===== config.mk =====
export PLATFORM = sky130hd
export DESIGN_NAME = seq_exp_golomb_enc_flat
export DESIGN_NICKNAME = d
export VERILOG_FILES = /design/src/rtl/seq_exp_golomb_enc_if.sv /design/src/rtl/seq_exp_golomb_enc.sv /design/src/flat_wrapper.sv
export SDC_FILE = /design/constraint.sdc
export NUM_CORES = 1
export LEC_CHECK = 0
export BUFFER_PORTS_ARGS = -buffer_cell sky130_fd_sc_hd__buf_2
export CORE_ASPECT_RATIO = 2
export CORE_MARGIN = 4
export CORE_UTILIZATION = 57
export DETAILED_ROUTE_END_ITERATION = 6
export PLACE_DENSITY = 0.82
export SLEW_MARGIN = 30
export SYNTH_ARGS = -nofsm -noshare
export SYNTH_HDL_FRONTEND = slang
export SYNTH_SLANG_ARGS = --single-unit
export TNS_END_PERCENT = 30

===== constraint.sdc =====
create_clock -name clk -period 3.5 [get_ports clk]
set_input_delay 0.175 -clock clk [delete_from_list [all_inputs] [get_ports clk]]
set_output_delay 0.175 -clock clk [all_outputs]
set_load 0.01 [all_outputs]

===== src/rtl/seq_exp_golomb_enc_if.sv =====
// Exp-Golomb encoder stream interface.
//   in_*  : syntax element request (valid/ready), mode, value, te range flag
//   out_* : codeword response (valid/ready), right-aligned code, length, error
// slave  = encoder side, master = producer/consumer side.
interface seq_exp_golomb_enc_if #(
   parameter int VAL_W  = 16,
   parameter int CODE_W = 2*VAL_W+1
);
   logic              in_valid;
   logic              in_ready;
   logic [2:0]        in_mode;
   logic [VAL_W-1:0]  in_val;
   logic              in_te_max1;
   logic              out_valid;
   logic              out_ready;
   logic [CODE_W-1:0] out_code;
   logic [5:0]        out_len;
   logic              out_err;

   modport master (
      output in_valid, in_mode, in_val, in_te_max1, out_ready,
      input  in_ready, out_valid, out_code, out_len, out_err
   );

   modport slave (
      input  in_valid, in_mode, in_val, in_te_max1, out_ready,
      output in_ready, out_valid, out_code, out_len, out_err
   );
endinterface


===== src/rtl/seq_exp_golomb_enc.sv =====
// Two-stage Exp-Golomb encoder for H.264 ue/se/me/te syntax elements.
//   clk, rst : clock, synchronous active-high reset
//   bus      : seq_exp_golomb_enc_if.slave (element in, codeword out)
//   mb_start : clears the emitted-bit counter
//   bit_cnt  : saturating count of emitted codeword bits
// Stage 1 maps the element to codeNum, stage 2 builds codeNum+1 and its length.
// Optional feature macro: EG_BITCNT_EN (bit counter); when undefined bit_cnt=0.
module seq_exp_golomb_enc #(
   parameter int VAL_W  = 16,
   parameter int CODE_W = 2*VAL_W+1
) (
   input  logic                 clk,
   input  logic                 rst,
   seq_exp_golomb_enc_if.slave  bus,
   input  logic                 mb_start,
   output logic [15:0]          bit_cnt
);
   localparam int CN_W = VAL_W + 1;

   // coded_block_pattern -> codeNum, inverse of the me mapping table
   // (ChromaArrayType 1/2). Entries past 47 are never used (range error).
   localparam logic [5:0] ME_INTRA [64] = '{
      6'd3,  6'd29, 6'd30, 6'd17, 6'd31, 6'd18, 6'd37, 6'd8,
      6'd32, 6'd38, 6'd19, 6'd9,  6'd20, 6'd10, 6'd11, 6'd2,
      6'd16, 6'd33, 6'd34, 6'd21, 6'd35, 6'd22, 6'd39, 6'd4,
      6'd36, 6'd40, 6'd23, 6'd5,  6'd24, 6'd6,  6'd7,  6'd1,
      6'd41, 6'd42, 6'd43, 6'd25, 6'd44, 6'd26, 6'd46, 6'd12,
      6'd45, 6'd47, 6'd27, 6'd13, 6'd28, 6'd14, 6'd15, 6'd0,
      6'd0,  6'd0,  6'd0,  6'd0,  6'd0,  6'd0,  6'd0,  6'd0,
      6'd0,  6'd0,  6'd0,  6'd0,  6'd0,  6'd0,  6'd0,  6'd0};
   localparam logic [5:0] ME_INTER [64] = '{
      6'd0,  6'd2,  6'd3,  6'd7,  6'd4,  6'd8,  6'd17, 6'd13,
      6'd5,  6'd18, 6'd9,  6'd14, 6'd10, 6'd15, 6'd16, 6'd11,
      6'd1,  6'd32, 6'd33, 6'd36, 6'd34, 6'd37, 6'd44, 6'd40,
      6'd35, 6'd45, 6'd38, 6'd41, 6'd39, 6'd42, 6'd43, 6'd19,
      6'd6,  6'd24, 6'd25, 6'd20, 6'd26, 6'd21, 6'd46, 6'd28,
      6'd27, 6'd47, 6'd22, 6'd29, 6'd23, 6'd30, 6'd31, 6'd12,
      6'd0,  6'd0,  6'd0,  6'd0,  6'd0,  6'd0,  6'd0,  6'd0,
      6'd0,  6'd0,  6'd0,  6'd0,  6'd0,  6'd0,  6'd0,  6'd0};

   logic              s1_valid, s1_err, s1_te1, s1_tebit;
   logic [CN_W-1:0]   s1_cn;
   logic              s2_valid, s2_err;
   logic [CODE_W-1:0] s2_code;
   logic [5:0]        s2_len;

   logic              acc, s2_load, out_hs;
   logic [CN_W-1:0]   cn_d, se_neg, cn1;
   logic              err_d, te1_d, tebit_d, me_bad;
   logic [5:0]        cbp, msb;
   logic [CODE_W-1:0] code_d;
   logic [5:0]        len_d;

   assign bus.in_ready  = !rst && (!s1_valid || !s2_valid || bus.out_ready);
   assign acc           = bus.in_valid && bus.in_ready;
   assign s2_load       = s1_valid && (!s2_valid || bus.out_ready);
   assign out_hs        = s2_valid && bus.out_ready;
   assign bus.out_valid = s2_valid;
   assign bus.out_code  = s2_code;
   assign bus.out_len   = s2_len;
   assign bus.out_err   = s2_err;

   // magnitude of a non-positive se value, one bit wider so -min fits
   assign se_neg = CN_W'(0) - {bus.in_val[VAL_W-1], bus.in_val};
   assign cbp    = bus.in_val[5:0];
   assign me_bad = (|bus.in_val[VAL_W-1:6]) || (cbp > 6'd47);

   // stage 1: element -> codeNum
   always_comb begin
      cn_d    = '0;
      err_d   = 1'b0;
      te1_d   = 1'b0;
      tebit_d = 1'b0;
      case (bus.in_mode)
         3'd0: cn_d = {1'b0, bus.in_val};
         3'd1: begin
            if (!bus.in_val[VAL_W-1] && (|bus.in_val))
               cn_d = {bus.in_val, 1'b0} - CN_W'(1);
            else
               cn_d = {se_neg[VAL_W-1:0], 1'b0};
         end
         3'd2, 3'd3: begin
            if (me_bad)
               err_d = 1'b1;
            else if (bus.in_mode == 3'd2)
               cn_d = CN_W'(ME_INTRA[cbp]);
            else
               cn_d = CN_W'(ME_INTER[cbp]);
         end
         3'd4: begin
            if (!bus.in_te_max1)
               cn_d = {1'b0, bus.in_val};
            else if (|bus.in_val[VAL_W-1:1])
               err_d = 1'b1;
            else begin
               // cMax==1: single inverted bit instead of an Exp-Golomb code
               te1_d   = 1'b1;
               tebit_d = ~bus.in_val[0];
            end
         end
         default: err_d = 1'b1;
      endcase
   end

   // stage 2: codeword = codeNum+1 sent in 2M+1 bits, M = msb index of it
   assign cn1 = s1_cn + CN_W'(1);

   always_comb begin
      msb = '0;
      for (int i = 0; i < CN_W; i++)
         if (cn1[i]) msb = 6'(i);
   end

   always_comb begin
      code_d = '0;
      len_d  = '0;
      if (s1_err) begin
         code_d = '0;
      end else if (s1_te1) begin
         code_d[0] = s1_tebit;
         len_d     = 6'd1;
      end else begin
         code_d[CN_W-1:0] = cn1;
         len_d            = {msb[4:0], 1'b0} + 6'd1;
      end
   end

   always_ff @(posedge clk) begin
      if (rst) begin
         s1_valid <= 1'b0;
         s1_cn    <= '0;
         s1_err   <= 1'b0;
         s1_te1   <= 1'b0;
         s1_tebit <= 1'b0;
         s2_valid <= 1'b0;
         s2_code  <= '0;
         s2_len   <= '0;
         s2_err   <= 1'b0;
      end else begin
         if (acc) begin
            s1_valid <= 1'b1;
            s1_cn    <= cn_d;
            s1_err   <= err_d;
            s1_te1   <= te1_d;
            s1_tebit <= tebit_d;
         end else if (s2_load) begin
            s1_valid <= 1'b0;
         end
         // output register refills in the same cycle it drains
         if (s2_load) begin
            s2_valid <= 1'b1;
            s2_code  <= code_d;
            s2_len   <= len_d;
            s2_err   <= s1_err;
         end else if (bus.out_ready) begin
            s2_valid <= 1'b0;
         end
      end
   end

`ifdef EG_BITCNT_EN
   logic [16:0] cnt_sum;
   assign cnt_sum = {1'b0, bit_cnt} + 17'(s2_len);

   always_ff @(posedge clk) begin
      if (rst)
         bit_cnt <= '0;
      else if (mb_start)
         bit_cnt <= out_hs ? 16'(s2_len) : 16'd0;
      else if (out_hs)
         bit_cnt <= cnt_sum[16] ? 16'hFFFF : cnt_sum[15:0];
   end
`else
   logic unused_mb_start;
   assign unused_mb_start = mb_start ^ out_hs;
   assign bit_cnt = '0;
`endif
endmodule


===== src/flat_wrapper.sv =====
// flat-port wrapper written by rule: the top's interface ports become plain ports
module seq_exp_golomb_enc_flat 
#(
   parameter int VAL_W  = 16,
   parameter int CODE_W = 2*VAL_W+1
)
  (clk, rst, mb_start, bit_cnt, bus_in_valid, bus_in_mode, bus_in_val, bus_in_te_max1, bus_out_ready, bus_in_ready, bus_out_valid, bus_out_code, bus_out_len, bus_out_err);
  seq_exp_golomb_enc_if #(.VAL_W(VAL_W), .CODE_W(CODE_W)) bus_i ();
  input  logic clk;
  input  logic rst;
  input  logic mb_start;
  output logic [15:0] bit_cnt;
  input wire logic [$bits(bus_i.in_valid)-1:0] bus_in_valid;
  input wire logic [$bits(bus_i.in_mode)-1:0] bus_in_mode;
  input wire logic [$bits(bus_i.in_val)-1:0] bus_in_val;
  input wire logic [$bits(bus_i.in_te_max1)-1:0] bus_in_te_max1;
  input wire logic [$bits(bus_i.out_ready)-1:0] bus_out_ready;
  output wire logic [$bits(bus_i.in_ready)-1:0] bus_in_ready;
  output wire logic [$bits(bus_i.out_valid)-1:0] bus_out_valid;
  output wire logic [$bits(bus_i.out_code)-1:0] bus_out_code;
  output wire logic [$bits(bus_i.out_len)-1:0] bus_out_len;
  output wire logic [$bits(bus_i.out_err)-1:0] bus_out_err;
  assign bus_i.in_valid = bus_in_valid;
  assign bus_i.in_mode = bus_in_mode;
  assign bus_i.in_val = bus_in_val;
  assign bus_i.in_te_max1 = bus_in_te_max1;
  assign bus_i.out_ready = bus_out_ready;
  assign bus_in_ready = bus_i.in_ready;
  assign bus_out_valid = bus_i.out_valid;
  assign bus_out_code = bus_i.out_code;
  assign bus_out_len = bus_i.out_len;
  assign bus_out_err = bus_i.out_err;
  seq_exp_golomb_enc #(.VAL_W(VAL_W), .CODE_W(CODE_W)) u_core (.clk(clk), .rst(rst), .bus(bus_i), .mb_start(mb_start), .bit_cnt(bit_cnt));
endmodule

# --- Word-level counts from Yosys, hierarchy flattened ---
# Memory sizes are Yosys's and may differ from the RTL's.
# Cells that the tools add are included.
classes:
  n_addsub: 4
  mul: 0
  div_mod_pow: 0
  n_lt_le_gt_ge: 2
  eq_ne: 4
  shifts: 0
  n_mux: 44
  n_bitwise: 2
  reduce_logical: 20
op_table:
  columns: ["cell", "count"]
  rows:
  - ["17-bit one-hot mux with 4 select lines", 1]
  - ["17-bit two-way mux", 3]
  - ["6-bit two-way mux", 7]
  - ["16-bit two-way mux", 2]
  - ["4-bit two-way mux", 8]
  - ["17-bit by 1-bit adder with 17-bit output (second input constant)", 1]
  - ["17-bit by 1-bit subtractor with 17-bit output (second input constant)", 1]
  - ["16-bit OR reduction", 1]
  - ["1-bit by 16-bit subtractor with 16-bit output (first input constant)", 1]
  - ["1-bit two-way mux", 15]
  - ["15-bit OR reduction", 1]
  - ["3-bit two-way mux", 4]
  - ["10-bit OR reduction", 1]
  - ["7-bit >= comparator (second input constant)", 1]
  - ["6-bit inverter with 7-bit output", 1]
  - ["6-bit by 1-bit adder with 6-bit output (second input constant)", 1]
  - ["3-bit by 2-bit == test with 1-bit output (second input constant)", 2]
  - ["6-bit greater-than comparator (second input constant)", 1]
  - ["5-bit two-way mux", 1]
  - ["1-bit logical AND", 4]
  - ["1-bit logical NOT", 4]
  - ["1-bit logical OR", 4]
  - ["2-bit two-way mux", 2]
  - ["2-bit nonzero test", 2]
  - ["other kinds (6)", 7]
totals:
  register_bits: 46
  latchBits: 0
  mem_bits_rw: 0
  rom_bits: 768
  wordCells: 87
  memories: 2
memory_table:
  columns: ["name", "words", "word_bits", "rd", "rd_clocked_by_memory_dff", "wr", "line", "text"]
  rows:
  - ["(name not given)", 64, 6, 1, 0, 0, "seq_exp_golomb_enc.sv:88", "cn_d = CN_W'(ME_INTER[cbp]);"]
  - ["(name not given)", 64, 6, 1, 0, 0, "seq_exp_golomb_enc.sv:86", "cn_d = CN_W'(ME_INTRA[cbp]);"]

# --- Longest topological paths before layout ---
# Gate-level depths: netlist of run 1.
logic_depth:
  ltp_word: 20
  mapped_depth: 12
  mapped_depth_nobuf: 10

# --- Worst setup path after synthesis of run 1 ---
# Ideal clock, no wire load.
synth_path:
  kind: "input to register"
  start: "input port bus_in_val[0]"
  end: "register u_core.s1_cn[4]"
  t_arrival_ps: 2394
  required_time_ps: 3367
  setup_slack_ps: 973
  cell_stages: 12
  path_buffers: 3
  path_cell_list: "clkbuf_1 > inv_1 > ha_1 > clkbuf_1 > nor2b_1 > nand2_1 > nor2_1 > a21oi_1 > buf_4 > xnor2_1 > a221oi_1 > o21ai_0"
synth_via:
  elab_chain_len: 7
synth_rtl:
  columns: ["element", "line", "text"]
  rows:
  - ["from (decl)", "flat_wrapper.sv:15", "input wire logic [$bits(bus_i.in_val)-1:0] bus_in_val;"]
  - ["6-bit inverter with 7-bit output (implied by the code)", "seq_exp_golomb_enc.sv:86, seq_exp_golomb_enc.sv:88", null]
  - ["memory read 64 x 6 bit (on tied branches)", null, null]
  - ["6-bit two-way mux (on tied branches) (2 in a row)", "seq_exp_golomb_enc.sv:88, seq_exp_golomb_enc.sv:86", null]
  - ["6-bit two-way mux", "seq_exp_golomb_enc.sv:85", "else if (bus.in_mode == 3'd2)"]
  - ["17-bit two-way mux", "seq_exp_golomb_enc.sv:83", "if (me_bad)"]
  - ["17-bit one-hot mux with 4 select lines (*)", "seq_exp_golomb_enc.sv:74", "case (bus.in_mode)"]
  - ["to (signal assigned)", "seq_exp_golomb_enc.sv:142", "s1_cn <= cn_d;"]
  - ["to (decl)", "seq_exp_golomb_enc.sv:42", "logic [CN_W-1:0] s1_cn;"]
# Every way passes the cells marked *; elsewhere a longest branch is shown, timed or not. The select of a mux whose other input is x is not followed.
# A chain may end at the register's enable or synchronous reset.

# --- Final worst setup path of run 1 ---
layout_path:
  start: "register u_core.s1_cn[1]"
  end: "register u_core.s2_len[3], in the netlist u_core.bus.out_len[3]"
layout_via:
  elab_chain_len: 20
layout_rtl:
  columns: ["element", "line", "text"]
  rows:
  - ["17-bit by 1-bit adder with 17-bit output (*)", "seq_exp_golomb_enc.sv:106", "assign cn1 = s1_cn + CN_W'(1);"]
  - ["1-bit two-way mux", "seq_exp_golomb_enc.sv:111", "if (cn1[i]) msb = 6'(i);"]
  - ["2-bit two-way mux (2 in a row)", "seq_exp_golomb_enc.sv:111", null]
  - ["3-bit two-way mux (4 in a row)", "seq_exp_golomb_enc.sv:111", null]
  - ["4-bit two-way mux (8 in a row)", "seq_exp_golomb_enc.sv:111", null]
  - ["5-bit two-way mux (*)", "seq_exp_golomb_enc.sv:111", null]
  - ["6-bit by 1-bit adder with 6-bit output (*)", "seq_exp_golomb_enc.sv:124", "len_d = {msb[4:0], 1'b0} + 6'd1;"]
  - ["6-bit two-way mux (*)", "seq_exp_golomb_enc.sv:119", "end else if (s1_te1) begin"]
  - ["6-bit two-way mux (*)", "seq_exp_golomb_enc.sv:117", "if (s1_err) begin"]
  - ["to (signal assigned)", "seq_exp_golomb_enc.sv:153", "s2_len <= len_d;"]
  - ["to (decl)", "seq_exp_golomb_enc.sv:45", "logic [5:0] s2_len;"]
# Every way passes the cells marked *; elsewhere a longest branch is shown, timed or not.

==> reports/metrics.yaml, run 1 <==
synthFlopType: "dfxtp_1"
wl_per_cell_um: 16.5
numCtsBuffers: 5
dpl.hpwl_um: 9050
fin_crit_sh_pct: 78.3
yosys_register_bits: 45
min_to: "u_core.s1_valid"
routabilityCongestion: 1.00
crit_family: "simple AND/OR/NAND/NOR gates"
ys_warn_count: 0
rr_endpoint: "u_core.bus.out_len[3]"
finalNonFillerCells: 692
worstHoldPathType: "primary input to flop"
path_max_fanout: 12
routed_wl_um: 11400
viasPerCell: 6.09
grt_pass1_wl_um: 18800
clk_latency_ns: 0.29
synth_area_um2: 4230
vias: 4213
dpl.cell_count: 684
drv_slew: 0
arrival_ns: 2.88
clk_pin_slew_worst_paths_ns: 0.06
rsz0062_at_grt: "false"
layout_commonest_cell: "nor2_1"
path_buf_inv: 0
yosysUniqueCellTypes: 67
critical_path_depth: 8
antennaDiodeCount: 0
cts_setup_buffers: 0
critPathKind: "flop to flop"
slew_headroom_pct: 48.4
drcViolationCount: 0
required_ns: 3.64
setup_ws_ns: 0.760
antenna_left: 0
cts_root_buf: "clkbuf_16"
globalRoute.totalOverflow: 0
max_freq_mhz: 365
antenna_found_initial: 0
synth-seq-area-share_pct: 21.3
r2r_start: "u_core.s1_cn[1]"
fin_util_pct: 61.7
track_usage_pct: 27.1
cts_hold_buf: 0
critPathSlowestCell: "ha_1"
cp_cell_sequence: "ha_1, nand4_1, or2_2, nor3_1, o2bb2ai_1, o21ai_0, a221oi_1, a211oi_1"
syn_inst: 579
io_pins: 83
end_kind: "flop"
cts_sinks: 45
port_buffers: 49
fillCellCount: 716
initial_utilization_pct: 58.2
skew_ns: 0.00264
grt_pass1_vias: 4041
synth_top_area_share_pct: 21.3
layout-drive-gt1-share_pct: 13.8
fp.dieArea_um2: 8940
synth.largest_area_cell: "dfxtp_1"
finish.net_count: 636
ctsResizeCount: 0
min_period_ns: 2.74
final_hold_viol_count: 0
p_leak_nw: 1.68
drt_first_pass_iters: 6
yosys-top-cells-area: "dfxtp_1 (21%), xnor2_1 (7.5%), buf_4 (6.2%)"
synth_edf_count: 0
avgSynthCellArea_um2: 7.30
setup_tns_ns: 0
layout_common_cells: "nor2_1 (62), nand2_1 (54), buf_2 (49)"
cap_violations: 0
place_ws_ns: 0.808
powerDensity_nw_per_um2: 292
cpPeakStageDelay_ns: 0.45
min-delay-start: "bus_in_valid"
rr_worst_depth: 8
ir_drop_v: 0.000261
clockBufferDepth: 2
core_um2: 7270
die_x_um: 68.9
async_flop_share_pct: 0
tightestPinTransition_ns: 0.773
outcome: "finished, final reports clean"
cts_tree: "built"
die_height_um: 130
grt_max_degree: 46
areaGrowthSynthToFinish_pct: 6.01
startpoint_type: "flop"
r2r_setup_slack_ns: 0.76
setup_viol: 0
min_path_cells: 3
power_mw: 1.31
drtIter0Drc: 344
rows: 44
ctsHtreeMaxLevel: 2
## sequential cells by signal (all words and copies together), names as in the netlist
register	flops
u_core.s1_cn	17
u_core.bus.out_code	16
u_core.bus.out_len	6
u_core.bus.out_err	1
u_core.bus.out_valid	1
u_core.s1_err	1
u_core.s1_te1	1
u_core.s1_tebit	1
u_core.s1_valid	1
## final cells by class
type                            instances  area, µm²  area share [%]
Multi-Input combinational cell        476       2960            66.1
Sequential cell                        45        901            20.1
Timing Repair Buffer                   59        320            7.15
Clock buffer                            8        136            3.04
Tap cell                               92        115            2.57
Inverter                               12       45.0            1.01
## Yosys cell counts, drive strengths merged (2+ instances only)
cell	count
or4	4
ha	12
a21oi	31
nand4	11
or3	7
a22oi	24
mux4	2
o221ai	2
a211oi	16
nor3	16
a31oi	5
o211ai	7
dfxtp	45
xnor2	36
xor2	11
or2	3
nand2	54
clkinv	2
a211o	3
and3	7
o31ai	6
buf	47
a21o	3
nor4	2
o21a	2
nand2b	9
nor2b	9
mux2i	7
a32oi	2
nor2	64
o21ai	38
a222oi	5
o311ai	2
clkbuf	30
a22o	2
nand3	16
inv	10
a221oi	9
a221o	2
## worst max path at each step
stage	startpoint	endpoint	slack [ns]
2_1_floorplan	bus_in_val[0]	u_core.s1_cn[4]	0.97
3_3_place_gp	bus_in_val[0]	u_core.s1_cn[4]	0.88
3_5_place_dp	u_core.s1_cn[1]	u_core.bus.out_len[3]	0.81
4_1_cts	u_core.s1_cn[1]	u_core.bus.out_len[3]	0.81
5_1_grt	u_core.s1_cn[1]	u_core.bus.out_len[3]	0.52
6_report	u_core.s1_cn[1]	u_core.bus.out_len[3]	0.76
## cell families (layout without fill, tap and decap cells)
group,count (synthesis),count (layout),synth area share (%)
AND/OR/NAND/NOR,208,208,23.9
other,1,32,0.0887
flip-flops,45,45,21.3
multiplexers,9,9,2.72
AO/OA/AOI/OAI,167,167,27.1
adder cells (fa/ha/maj),13,13,3.79
buffers and inverters,89,79,11.3
XOR/XNOR,47,47,9.74
## power breakdown
group          switching, mW  internal [mW]
Clock                  0.188          0.266
Combinational          0.198          0.116
Sequential            0.0162          0.524
Total                  0.403          0.905
## worst register-to-register path, delay by kind of cell (launching register included)
kind	cells	cell delay, ns
AOI/OAI and AO/OA	4	0.72
and+or+nand+nor	3	1.00
DFF	1	0.43
adders and majority gates	1	0.45
## per-stage QoR
step	hold slack (ns)	instance area, µm²
6_report	0.136	4480
5_1_grt	0.153	4480
4_1_cts	0.136	4480
3_5_place_dp	0.435	4350
3_3_place_gp	0.428	4350
2_1_floorplan	0.296	4340
## metal layers
| layer | track usage (%) | up-vias | routed length [µm] |
|---|---|---|---|
| met5 | 0 | - | 0 |
| met4 | 21.6 | 0 | 931 |
| met3 | 3.27 | 56 | 489 |
| met2 | 49.3 | 164 | 6200 |
| met1 | 25.8 | 1924 | 3770 |
| li1 | - | 2069 | - |
(Power assumes the default switching activity.)
==> inputs of run 2 (changes only) <==
Clock period 3.5 ns to 2.7 ns, I/O delays scaled along.
==> run 2 against run 1 <==
  * Register-to-register slack got worse by 0.51 ns
  * Wire length rose by 7.3%
  * Hold slack got worse by 0.033 ns
  * Highest routed layer unchanged
  * Setup slack worse by 0.51 ns
  * Non-clock buffer count rose by 22
  * Final area rose by 4.2%
  * Sequential cell count is the same
  * Clock skew about the same
  * Fmax increased by 12%
==> reports/metrics.yaml, run 2 (synthesis results as in run 1) <==
skew_ns: 0.00246  # -0.000178 ns
ctsHtreeMaxLevel: 2  # unchanged
fillCellCount: 695  # -2.9%
drcViolationCount: 0  # unchanged
antenna_left: 0  # unchanged
clk_latency_ns: 0.29  # about the same
largest_reg_flops: 17  # unchanged
cts_root_buf: "clkbuf_16"
port_buffers: 49  # unchanged
path_max_fanout: 13  # +1
wl_per_cell_um: 17.1  # +4.1%
drt_first_pass_iters: 5  # -1
initial_utilization_pct: 58.2  # unchanged
antennaDiodeCount: 0  # unchanged
fin_crit_sh_pct: 90.6  # +12 points
clk_pin_slew_worst_paths_ns: 0.06  # about the same
globalRoute.totalOverflow: 0  # unchanged
p_leak_nw: 1.80  # +7.1%
setup_ws_ns: 0.255  # -0.505 ns
core_um2: 7270  # unchanged
cts_hold_buf: 0  # unchanged
tightestPinTransition_ns: 0.800  # +0.0268 ns
ir_drop_v: 0.000252  # -3.7%
max_freq_mhz: 409  # +12%
min_period_ns: 2.45  # -0.295 ns
track_usage_pct: 28.6  # +1.4 points
numCtsBuffers: 5  # unchanged
rsz0062_at_grt: "false"
place_ws_ns: 0.307  # -0.502 ns
drtIter0Drc: 351  # +2.0%
fp.dieArea_um2: 8940  # unchanged
finish.net_count: 658  # +3.5%
layout_common_cells: "nor2_1 (62), nand2_1 (54), buf_2 (49)"
antenna_found_initial: 0  # unchanged
vias: 4373  # +3.8%
slew_headroom_pct: 46.7  # -1.8 points
grt_pass1_wl_um: 19500  # +4.0%
layout-drive-gt1-share_pct: 17.2  # +3.4 points
grt_max_degree: 40  # -13%
cap_violations: 0  # unchanged
drv_slew: 0  # unchanged
viasPerCell: 6.13  # +0.74%
outcome: "finished, final reports clean"
end_kind: "flop"
powerDensity_nw_per_um2: 373  # +28%
routabilityCongestion: 0.958  # -4.3%
io_pins: 83  # unchanged
setup_tns_ns: 0  # unchanged
worstHoldPathType: "primary input to flop"
startpoint_type: "flop"
hold_slack_ns: 0.103  # -0.0328 ns
critPathKind: "flop to flop"
cts_tree: "built"
die_height_um: 130  # unchanged
clockBufferDepth: 2  # unchanged
final_hold_viol_count: 0  # unchanged
cts_setup_buffers: 0  # unchanged
required_ns: 2.86  # -0.78 ns
routed_wl_um: 12200  # +7.3%
largest-register: "u_core.s1_cn"
areaGrowthSynthToFinish_pct: 10.4
layout_commonest_cell: "nor2_1"
setup_viol: 0  # unchanged
cts_sinks: 45  # unchanged
rows: 44  # unchanged
dpl.hpwl_um: 9640  # +6.5%
ctsResizeCount: 0  # unchanged
die_x_um: 68.9  # unchanged
arrival_ns: 2.61  # -0.27 ns
grt_pass1_vias: 4157  # +2.9%
==> run 2: changes by cell type in the layout (fill, tap and decap cells not counted), sizes merged <==
cell    before  now
buf         59   81
clkbuf       8    7
==> run 2: final timing paths <==
path	from	endpoint	slack, ns	cells past startpoint
worst max-delay path	u_core.s1_cn[2]	u_core.bus.out_len[3]	0.25	7
worst min-delay path	bus_in_valid	u_core.s1_valid	0.10	3
worst max register to register	u_core.s1_cn[2]	u_core.bus.out_len[3]	0.25	7
worst min register to register	u_core.bus.out_len[1]	u_core.bus.out_len[1]	0.45	2
==> run 2: through the flow <==
stage / util, % / cells / power (mW) / cell area, µm²
5_1_grt: 64.3 / 713 / 1.81 / 4670
3_3_place_gp: 62.2 / 706 / 1.14 / 4520
4_1_cts: 64.2 / 713 / 1.74 / 4670
6_report: 64.3 / 713 / 1.74 / 4670
3_5_place_dp: 62.2 / 706 / 1.14 / 4520
2_1_floorplan: - / 610 / 1.04 / 4340
==> run 2: area by class of cell <==
| class | instances | area [µm²] | share of cell area (%) |
|---|---|---|---|
| Multi-Input combinational cell | 476 | 2970 | 63.6 |
| Sequential cell | 45 | 901 | 19.3 |
| Timing Repair Buffer | 81 | 498 | 10.7 |
| Clock buffer | 7 | 143 | 3.05 |
| Tap cell | 92 | 115 | 2.47 |
| Inverter | 12 | 45.0 | 0.965 |
==> run 2: worst max-delay path, cell delays in order, from the launching register on <==
cell and delay, ns:
dfxtp_1 0.57, nand4_1 0.33, or2_2 0.45, nor3_1 0.25, o2bb2ai_1 0.17, o21ai_0 0.20
a221oi_1 0.27, a211oi_1 0.08
==> run 2: routing by layer <==
layer | vias up | share of wire (%) | GRT usage, %
li1 | 2112 | - | -
met1 | 2032 | 32 | 25.9
met2 | 170 | 55 | 52.9
met3 | 59 | 4.3 | 2.50
met4 | 0 | 8.5 | 24.6
met5 | - | 0 | 0
==> run 2: power by group <==
| group | internal, mW | switching [mW] |
|---|---|---|
| sequential | 0.679 | 0.0200 |
| combinational | 0.169 | 0.269 |
| clock | 0.363 | 0.240 |
| total | 1.21 | 0.529 |
